**config.mk**
```make
export PLATFORM = sky130hd
export DESIGN_NAME = quad_sample_sched
export DESIGN_NICKNAME = d
export VERILOG_FILES = /design/src/rtl/quad_sample_sched.sv
export SDC_FILE = /design/constraint.sdc
export NUM_CORES = 1
export LEC_CHECK = 0
export CAP_MARGIN = 30
export CORE_ASPECT_RATIO = 0.9
export CORE_UTILIZATION = 53
export CTS_BUF_LIST = sky130_fd_sc_hd__clkbuf_16
export DETAILED_ROUTE_END_ITERATION = 6
export PLACE_DENSITY = 0.79
export RECOVER_POWER = 50
export SYNTH_ARGS = -nofsm -noshare
export SYNTH_HDL_FRONTEND = slang
export SYNTH_SLANG_ARGS = --single-unit
```
**constraint.sdc**
```tcl
create_clock -name clk -period 3.25 [get_ports clk]
set_input_delay 0.65 -clock clk [delete_from_list [all_inputs] [get_ports clk]]
set_output_delay 0.65 -clock clk [all_outputs]
set_load 0.05 [all_outputs]
```
**src/rtl/quad_sample_sched.sv**
```systemverilog
// Periodic quadrature-count sampler with FWFT sample FIFO.
// Define QUAD_SCHED_DELTA_EN for signed per-interval deltas; raw pos otherwise.
module quad_sample_sched #(
    parameter int DEPTH = 16,
    parameter int PW    = 16
) (
    input  logic                     clk,
    input  logic                     rst_n,
    input  logic                     enable,
    input  logic                     clear,
    input  logic [PW-1:0]            period,
    input  logic [7:0]               pos,
    output logic [7:0]               out_data,
    output logic                     out_valid,
    input  logic                     out_ready,
    output logic [$clog2(DEPTH):0]   level,
    output logic                     overflow
);

    localparam int AW = $clog2(DEPTH);
    localparam logic [AW:0]   P_ONE  = (AW+1)'(1);
    localparam logic [AW:0]   P_FULL = (AW+1)'(DEPTH);
    localparam logic [PW-1:0] T_ONE  = PW'(1);

    typedef enum logic [1:0] {IDLE, ARM, RUN} state_t;

    state_t        r_state;
    state_t        w_next;
    logic [PW-1:0] r_timer;
    logic [7:0]    r_mem [DEPTH];
    logic [AW:0]   r_wptr;
    logic [AW:0]   r_rptr;
    logic [7:0]    r_last;
    logic          r_ovf;
    logic          w_tick;
    logic          w_full;
    logic          w_pop;
    logic          w_push_ok;
    logic [7:0]    w_sample;

    assign w_tick = enable && !clear && (r_state != IDLE)
                    && (r_timer == period);

    always_ff @(posedge clk or negedge rst_n) begin
        if (!rst_n) r_state <= IDLE;
        else        r_state <= w_next;
    end

    always_comb begin
        w_next = r_state;
        if (clear) begin
            w_next = enable ? ARM : IDLE;
        end else if (!enable) begin
            w_next = IDLE;
        end else begin
            unique case (r_state)
                IDLE:    w_next = ARM;
                ARM:     w_next = w_tick ? RUN : ARM;
                default: w_next = RUN;
            endcase
        end
    end

    // Timer wraps naturally past 2^PW-1 when period shrinks below it.
    always_ff @(posedge clk or negedge rst_n) begin
        if (!rst_n)
            r_timer <= '0;
        else if (clear || !enable || r_state == IDLE || w_tick)
            r_timer <= '0;
        else
            r_timer <= r_timer + T_ONE;
    end

`ifdef QUAD_SCHED_DELTA_EN
    logic [7:0] r_prev;

    always_ff @(posedge clk or negedge rst_n) begin
        if (!rst_n)      r_prev <= '0;
        else if (w_tick) r_prev <= pos;
    end

    // First sample after arming has no valid reference, so it reads 0.
    assign w_sample = (r_state == ARM) ? 8'h00 : pos - r_prev;
`else
    assign w_sample = pos;
`endif

    assign level     = r_wptr - r_rptr;
    assign out_valid = (level != '0);
    assign w_full    = (level == P_FULL);
    assign w_pop     = out_valid && out_ready;
    assign w_push_ok = w_tick && (!w_full || w_pop);
    assign overflow  = r_ovf;
    assign out_data  = out_valid ? r_mem[r_rptr[AW-1:0]] : r_last;

    always_ff @(posedge clk or negedge rst_n) begin
        if (!rst_n) begin
            r_wptr <= '0;
            r_rptr <= '0;
        end else if (clear) begin
            r_wptr <= '0;
            r_rptr <= '0;
        end else begin
            if (w_push_ok) r_wptr <= r_wptr + P_ONE;
            if (w_pop)     r_rptr <= r_rptr + P_ONE;
        end
    end

    always_ff @(posedge clk) begin
        if (w_push_ok) r_mem[r_wptr[AW-1:0]] <= w_sample;
    end

    // Remember the visible head so out_data holds once the FIFO empties.
    always_ff @(posedge clk or negedge rst_n) begin
        if (!rst_n)         r_last <= '0;
        else if (out_valid) r_last <= r_mem[r_rptr[AW-1:0]];
    end

    always_ff @(posedge clk or negedge rst_n) begin
        if (!rst_n)
            r_ovf <= 1'b0;
        else if (clear)
            r_ovf <= 1'b0;
        else if (w_tick && w_full && !w_pop)
            r_ovf <= 1'b1;
    end

endmodule

```
==> results of run 1 <==
==> report_power, final <==
part	internal (mW)	leakage [nW]	switching [mW]	total [mW]
Clock	1.06	0.271	0.827	1.89
Combinational	1.18	1.28	1.16	2.34
Sequential	2.34	1.64	0.0329	2.37
==> repair_timing <==
item	4_1_cts	5_1_grt
hold buffers	0	0
setup buffers	4	1
endpoints found under the setup margin	8	9
resized for setup	8	4
cloned	1	0
==> layout by cell type, fill, tap and decap left out, types with 4 or more instances in the layout <==
cell type and n:
sky130_fd_sc_hd__clkbuf_16 18, sky130_fd_sc_hd__clkinvlp_4 4, sky130_fd_sc_hd__xor2_1 11, sky130_fd_sc_hd__inv_1 12, sky130_fd_sc_hd__ha_1 9, sky130_fd_sc_hd__dlygate4sd3_1 9, sky130_fd_sc_hd__dfrtp_1 36, sky130_fd_sc_hd__buf_4 11
sky130_fd_sc_hd__nand3_1 10, sky130_fd_sc_hd__xnor2_1 24, sky130_fd_sc_hd__nand4_1 9, sky130_fd_sc_hd__clkdlybuf4s50_1 20, sky130_fd_sc_hd__nand2_1 9, sky130_fd_sc_hd__a21oi_1 8, sky130_fd_sc_hd__mux4_1 19, sky130_fd_sc_hd__buf_12 31
sky130_fd_sc_hd__mux4_2 21, sky130_fd_sc_hd__and3_1 19, sky130_fd_sc_hd__nor2_1 28, sky130_fd_sc_hd__mux2_4 8, sky130_fd_sc_hd__edfxtp_1 128
==> flip-flops by register name, summed over array words and instances, names as in the netlist <==
register  flops
overflow      1
r_rptr        5
r_state       2
r_timer      16
r_wptr        5
r_mem       128
r_last        8
==> cells by family after synthesis <==
group | synth area share (%)
AO/OA/AOI/OAI | 1.53
XOR/XNOR | 4.44
adder cells (fa/ha/maj) | 2.04
buffers and inverters | 2.11
flip-flops | 67.1
multiplexers | 15.8
AND/OR/NAND/NOR | 6.94
==> synthesized netlist by cell type (9+ instances only) <==
cell type / count
sky130_fd_sc_hd__a21oi_1: 9
sky130_fd_sc_hd__and3_1: 19
sky130_fd_sc_hd__clkbuf_1: 9
sky130_fd_sc_hd__dfrtp_1: 37
sky130_fd_sc_hd__edfxtp_1: 128
sky130_fd_sc_hd__ha_1: 10
sky130_fd_sc_hd__inv_1: 12
sky130_fd_sc_hd__mux4_1: 19
sky130_fd_sc_hd__mux4_2: 21
sky130_fd_sc_hd__nand2_1: 9
sky130_fd_sc_hd__nand3_1: 10
sky130_fd_sc_hd__nand4_1: 9
sky130_fd_sc_hd__nor2_1: 28
sky130_fd_sc_hd__xnor2_1: 24
sky130_fd_sc_hd__xor2_1: 12
==> through the flow <==
stage	cell area (sq um)	util (%)
global route	8860	68.8
detailed placement	8220	63.8
global placement	8220	63.8
floorplan	7160	-
CTS	8860	68.8
finish	8860	68.8
==> worst paths after layout <==
kind,from,endpoint,slack (ns),cells past startpoint
setup / recovery,r_rptr[0],out_data[4],-0.19,9
hold / removal,r_state[0],r_state[0],0.48,1
max in group asynchronous,rst_n,r_rptr[0],0.99,1
min in group asynchronous,rst_n,r_timer[9],0.86,1
hold reg to reg,r_state[0],r_state[0],0.48,1
setup reg to reg,r_rptr[0],r_mem[7][0],0.44,10
==> metal layers <==
metal,share of wire (%),vias to the layer above,routed length (um)
li1,-,1735,-
met1,42,1976,6020
met2,51,112,7300
met3,5.8,21,834
met4,1.8,0,257
met5,0,-,0
==> area by class of cell <==
class | count | area (sq um) | area share [%]
clock inverter | 15 | 133 | 1.50
timing repair buffer | 74 | 1030 | 11.7
sequential | 165 | 4770 | 53.8
tap | 164 | 205 | 2.31
clock buffer | 17 | 425 | 4.80
multi-input combinational | 210 | 2250 | 25.4
inverter | 13 | 48.8 | 0.550
==> flow_results.org, run 1 <==
** GRT
- All-layer global routing usage :: 22.9%
- Via count of the first global-routing pass :: 4,051
- Routing usage on met1 :: 30.9%
- Global routing usage on met2 :: 36.4%
- For this run, global-route usage on met3 was measured as 5.99%.
- Maximum number of pins on one net before global-route repair :: 38
- Number of antenna violations at the first check in global routing :: 0
- Summed over all layers, the global routing overflow is 0.
- Global-route wire length before repair :: 22,700 um
- GRT Max-Usage Layer :: met2

** Critical path
- Worst path cell trace :: ha_4, inv_2, fa_2, nor3b_1, and4b_1, o22ai_4, buf_12, mux2_4, buf_12
- The kind of cell with the highest combined delay along the critical path is adder cells.
- STA puts the critical path data required time at 2.60 ns.
- Class of the most critical setup path :: reg -> out
- In this run the worst path has a maximum fanout of 6.
- The worst setup path is captured at an output port.
- Worst Path Arrival :: 2.79 ns
- The largest individual stage delay along the critical path comes from the cell sky130_fd_sc_hd__dfrtp_2.
- Buffers plus inverters on the worst setup path :: 3
- The cell that appears most often on the critical path is sky130_fd_sc_hd__buf_12.
- STA classifies the critical path startpoint as a flip-flop.
- Largest stage delay on the critical path :: 0.44 ns

** Placement
- Number of buffers added on ports :: 43
- Placer's final routability congestion estimate :: 0.784
- Including well taps, the total number of placed cells is 621.
- Detailed placement finished with a half-perimeter wire length of 9040 um.
- At the placement stage, the worst setup path has a slack of 0.109 ns.

** Yosys
- After technology mapping, the gate count stands at 404.
- The cell area that synthesis handed to floorplanning was 7110 sq um.
- The top cell type by area accounts for 54.1% of the synthesized area.
- Counting flops with a built-in enable in the synthesized netlist gives 128.
- Biggest area contributors in the synthesized netlist :: sky130_fd_sc_hd__edfxtp_1 (54%), sky130_fd_sc_hd__dfrtp_1 (13%), sky130_fd_sc_hd__mux4_1 (7.0%)
- Syn Nets :: 444
- Synthesis inferred 165 register bits.
- Among all flip-flop cells after synthesis, the most frequent one is sky130_fd_sc_hd__edfxtp_1.
- The share of the Yosys chip area taken by registers is 67.1%.
- The Yosys step of the flow raised 0 warnings.
- Each instance of the synthesized netlist takes up on average 17.6 sq um.
- Share of flip-flops with an asynchronous set or reset :: 22.4%
- Synth cell types :: 39
- Summed over all instances, the cell type with the most area after synthesis is sky130_fd_sc_hd__edfxtp_1.

** Timing
- Total count of max-transition violations in the final report :: 38
- Setup repair after global routing could not meet its margin everywhere.
- The final hold violation count was 0.
- Headroom to the max-slew limit came out at -44.6%.
- For the final routed database, the setup TNS stands at -1.48 ns.
- Final hold slack :: 0.485 ns
- Transition time at the pin with the least slew margin :: 2.17 ns
- Worst setup skew after layout :: 0.00831 ns
- After layout, the worst path uses 106% of the clock period.
- Final setup violation count :: 8
- Final critical path time including I/O delays and setup :: 3.44 ns
- Derived from the worst setup path, the maximum achievable clock frequency is 0.291 GHz.
- Once routing completed, OpenROAD measured the worst setup slack at -0.190 ns.

** Clock tree
- For the worst-skew pair, the clock arrives at the later sink with an insertion delay of 0.42 ns.
- CTS tree :: done
- Root Driver :: sky130_fd_sc_hd__clkbuf_16
- For this design, the sink count on the clock tree is 165.
- In this run the deepest clock path goes through 2 buffers.
- The H-tree was split into 4 levels.
- Clock tree synthesis inserted a total of 17 buffers.
- After clock tree synthesis, the clock-pin slew on the worst setup and hold paths is 0.06 ns.

** Floorplanning
- Die ar. :: 13,900 sq um
- Row generation in the floorplan step produced 39 rows.
- Starting density of the core :: 55.2%
- Measured along the y axis, the die boundary spans 112 um.
- For this design the top-level I/O count stands at 44.
- Die Span X :: 124 um
- Core region area :: 12,900 sq um

** Job
- Number of max-cap violations :: 1

** Run status
- The flow ran to the end, but the final reports show violations.
- The checks that failed: capacitance limit, slew limit, setup timing.

** Detailed routing
- The routed layout has 3,844 vias.
- DRC Markers :: 0
- Using the TritonRoute via totals, the vias-per-cell ratio works out to 5.84.
- Violation count after the first detailed-routing iteration :: 366
- After detailed routing, the total wire length is 14,400 um.
- Detailed-router iteration count before antenna repair :: 4
- Post-route ant nets :: 0
- After detailed routing, the average wire length per cell comes to 21.9 um.

** Layout
- The net count of the finished layout is 521.
- Synth-to-layout area growth :: 24.8%
- Antenna Diode Count :: 0
- The finished layout holds 658 standard cells, fillers aside.
- Fraction of layout instances using a drive strength above 1 :: 23.3%
- Filler Cells Inserted :: 824

** Min path
- The worst hold path belongs to the class reg -> reg.

** Pwr
- For this design the static power due to leakage is 3.19 nW.
- The completed layout was analyzed and its total power is 6.60 mW.
- Across the VDD grid, the largest voltage drop is 0.000436 V.
- Power per cell area :: 745 nW/um^2
Note: power is estimated with default switching activity, not from simulation.
==> run 2, diff against run 1 <==
- clock period: 3.25 -> 2.8 ns (I/O delays scaled with it)
==> run 2 against run 1 <==
Effect of this change: the run still ends with capacitance limit, slew limit, setup timing left; wire length is essentially flat; clock-buffer cell count is the same; cell count shrank 0.15%; combinational power grew 15%; non-clock buffer count shrank 1; via count grew 1.4%; final area shrank 1.1%; register-to-register slack lost 0.46 ns; sequential share of layout area grew 0.58 points; worst setup slack lost 0.33 ns; sequential power grew 16%; clock power grew 21%; highest routed layer is now met5.
==> flow_results.org, run 2 (same netlist as run 1, synthesis figures left out) <==
** Placement
- Number of buffers added on ports :: 43
- HPWL after detailed placement :: 9880 um
- Pre-CTS WS :: -0.0804 ns
- Placer's final routability congestion estimate :: 0.785

** Critical path
- The largest single stage delay on the critical path is 0.67 ns.
- Worst Path Max Fanout :: 17
- Kind of start point of the critical path :: flip-flop
- The worst setup path is of the reg -> out kind.
- Worst Path Arrival :: 2.76 ns
- Worst EP required :: 2.24 ns
- Sort of element at the end of the critical path :: output port
- Traced cell by cell, the critical path runs through buf_4, mux4_1, mux4_2, mux2_4, buf_12.
- The slowest stage of the critical path belongs to the cell sky130_fd_sc_hd__mux4_1.

** Clock tree
- The H-tree was split into 4 levels.
- TritonCTS built the clock tree.
- The tree built by TritonCTS fans out to 165 sinks.
- Clock transition at the register clock pins on the worst setup and hold paths after CTS :: 0.07 ns
- TritonCTS created 17 clock buffers.
- Clock tree synthesis selected as its root buffer the cell sky130_fd_sc_hd__clkbuf_16.
- No sink is reached through more buffers than the 2 on the longest clock path.
- Insertion delay to the later sink of the worst-skew pair :: 0.43 ns

** Floorplanning
- The die covers 13,900 sq um.
- Height of the die :: 112 um
- The die is 124 um wide.
- Std-Cell Rows :: 39
- Starting density of the core :: 55.2%
- During I/O placement, the number of pins put on the boundary was 44.
- Core region area :: 12,900 sq um

** GRT
- Via count of the first global-routing pass :: 4,023
- The number of antenna violations at the first check in global routing was 1.
- The first global-routing pass estimated 22,500 um of wire.
- Maximum number of pins on one net before global-route repair :: 38
- Overall overflow remaining after global route :: 0
- Global routing used 23.0% of the available tracks across all layers.

** Timing
- Setup repair after global routing could not meet its margin everywhere.
- The final hold violation count is 0.
- The count of final max-slew check failures came to 38.
- Transition time at the pin with the least slew margin :: 2.05 ns
- Final setup violation count :: 10
- After layout, the minimum clock period comes to 3.32 ns.
- Across all hold checks on the routed design, the worst slack comes to 0.470 ns.
- Final Worst Setup Slack :: -0.516 ns
- Of the available clock period, the critical path in the final layout requires 118%.
- Between clock sinks in the finished design, the worst skew comes to 0.00987 ns.
- Worst slew slack as a fraction of its limit :: -36.7%
- Timing would allow up to 0.302 GHz.

** Job
- Number of max-cap violations :: 1

** Detailed routing
- The final layout contains routed wiring with a total length of 14,400 um.
- Detailed-router iteration count before antenna repair :: 4
- Dividing the detail-routed via count by the number of cells gives 5.93.
- Violation count after the first detailed-routing iteration :: 438
- Average routed wire per standard cell :: 22.0 um
- For this run, design rule violations remaining after detail routing come to 0.
- In this run the remaining antenna-violating nets after routing total 0.
- Via total after detailed routing :: 3,896

** Layout
- Flip-flop and latch area :: 4770 sq um
- Of the cells placed in the final design, the portion with a size suffix greater than 1 is 28.4%.
- At the end of the flow, the number of nets in the layout was 520.
- Area used by multi-input combinational logic :: 2310 sq um
- From synthesis to final layout, the design area changed by 23.4%.
- Antenna Diode Count :: 0
- The library cell used most frequently in the layout, excluding fill and tap cells, is sky130_fd_sc_hd__edfxtp_1.
- Filler Cells Inserted :: 801
- Most frequent cells in the layout :: sky130_fd_sc_hd__edfxtp_1 (128), sky130_fd_sc_hd__dfrtp_1 (36), sky130_fd_sc_hd__nor2_1 (28)
- Largest register FFs :: 128

** Pwr
- VDD sags by at most 0.000594 V.
- Cell leakage power :: 3.16 nW
- Dividing total power by cell area gives a power density of 883 nW/um^2.
- Overall power of the completed layout :: 7.74 mW

** Min path
- Class of the most critical hold timing path :: reg -> reg

** Run status
- Failing checks :: capacitance limit, slew limit, setup timing
- The flow ran to the end, but the final reports show violations.
## run 2: worst paths after layout
kind	startpoint	endpoint	slack (ns)	cells past startpoint
max	r_rptr[0]	out_data[7]	-0.52	5
max reg2reg	r_rptr[0]	r_wptr[3]	-0.02	11
max in group asynchronous	rst_n	r_rptr[0]	0.76	1
min	r_state[0]	r_state[0]	0.47	1
min reg2reg	r_state[0]	r_state[0]	0.47	1
min in group asynchronous	rst_n	r_timer[9]	0.72	1
## run 2: critical path: cells and delay by family, from the launching register on
kind / cells / cell delay, ns
buffers and inverters: 2 / 0.45
DFF: 1 / 0.40
muxes: 3 / 1.46
## run 2: per-stage QoR
| stage | util, % | TNS [ns] | std cells | cell area (sq um) |
|---|---|---|---|---|
| 4_1_cts | 67.7 | -4.57 | 655 | 8720 |
| 3_5_place_dp | 63.1 | -0.645 | 623 | 8120 |
| 6_report | 68.1 | -4.39 | 657 | 8770 |
| 5_1_grt | 68.1 | -5.54 | 657 | 8770 |
| 2_1_floorplan | - | -2.95 | 404 | 7230 |
| 3_3_place_gp | 63.1 | -0.310 | 623 | 8120 |
## run 2: routing by layer
metal | up-vias | GRT usage, % | share of wire (%)
li1 | 1737 | - | -
met2 | 154 | 34.4 | 47
met5 | - | 0 | 0.035
met4 | 2 | 6.67 | 1.4
met1 | 1982 | 32.6 | 46
met3 | 21 | 7.07 | 5.9
## run 2: layout make-up
class,count,area share [%]
clock buffer,17,4.85
clock inverter,15,1.91
tap,164,2.34
inverter,13,0.556
sequential,165,54.4
timing repair buffer,73,9.61
multi-input combinational,210,26.3
## run 2: timing repair
item,4_1_cts,5_1_grt
setup buffers,0,2
resized for setup,2,10
hold buffers,0,0
pin swaps,3,3
endpoints found under the setup margin,11,38
## run 2: report_power, final
part | switching (mW) | internal (mW) | leakage (nW)
clock network | 1.03 | 1.26 | 0.284
logic | 1.31 | 1.39 | 1.23
registers | 0.0373 | 2.72 | 1.64
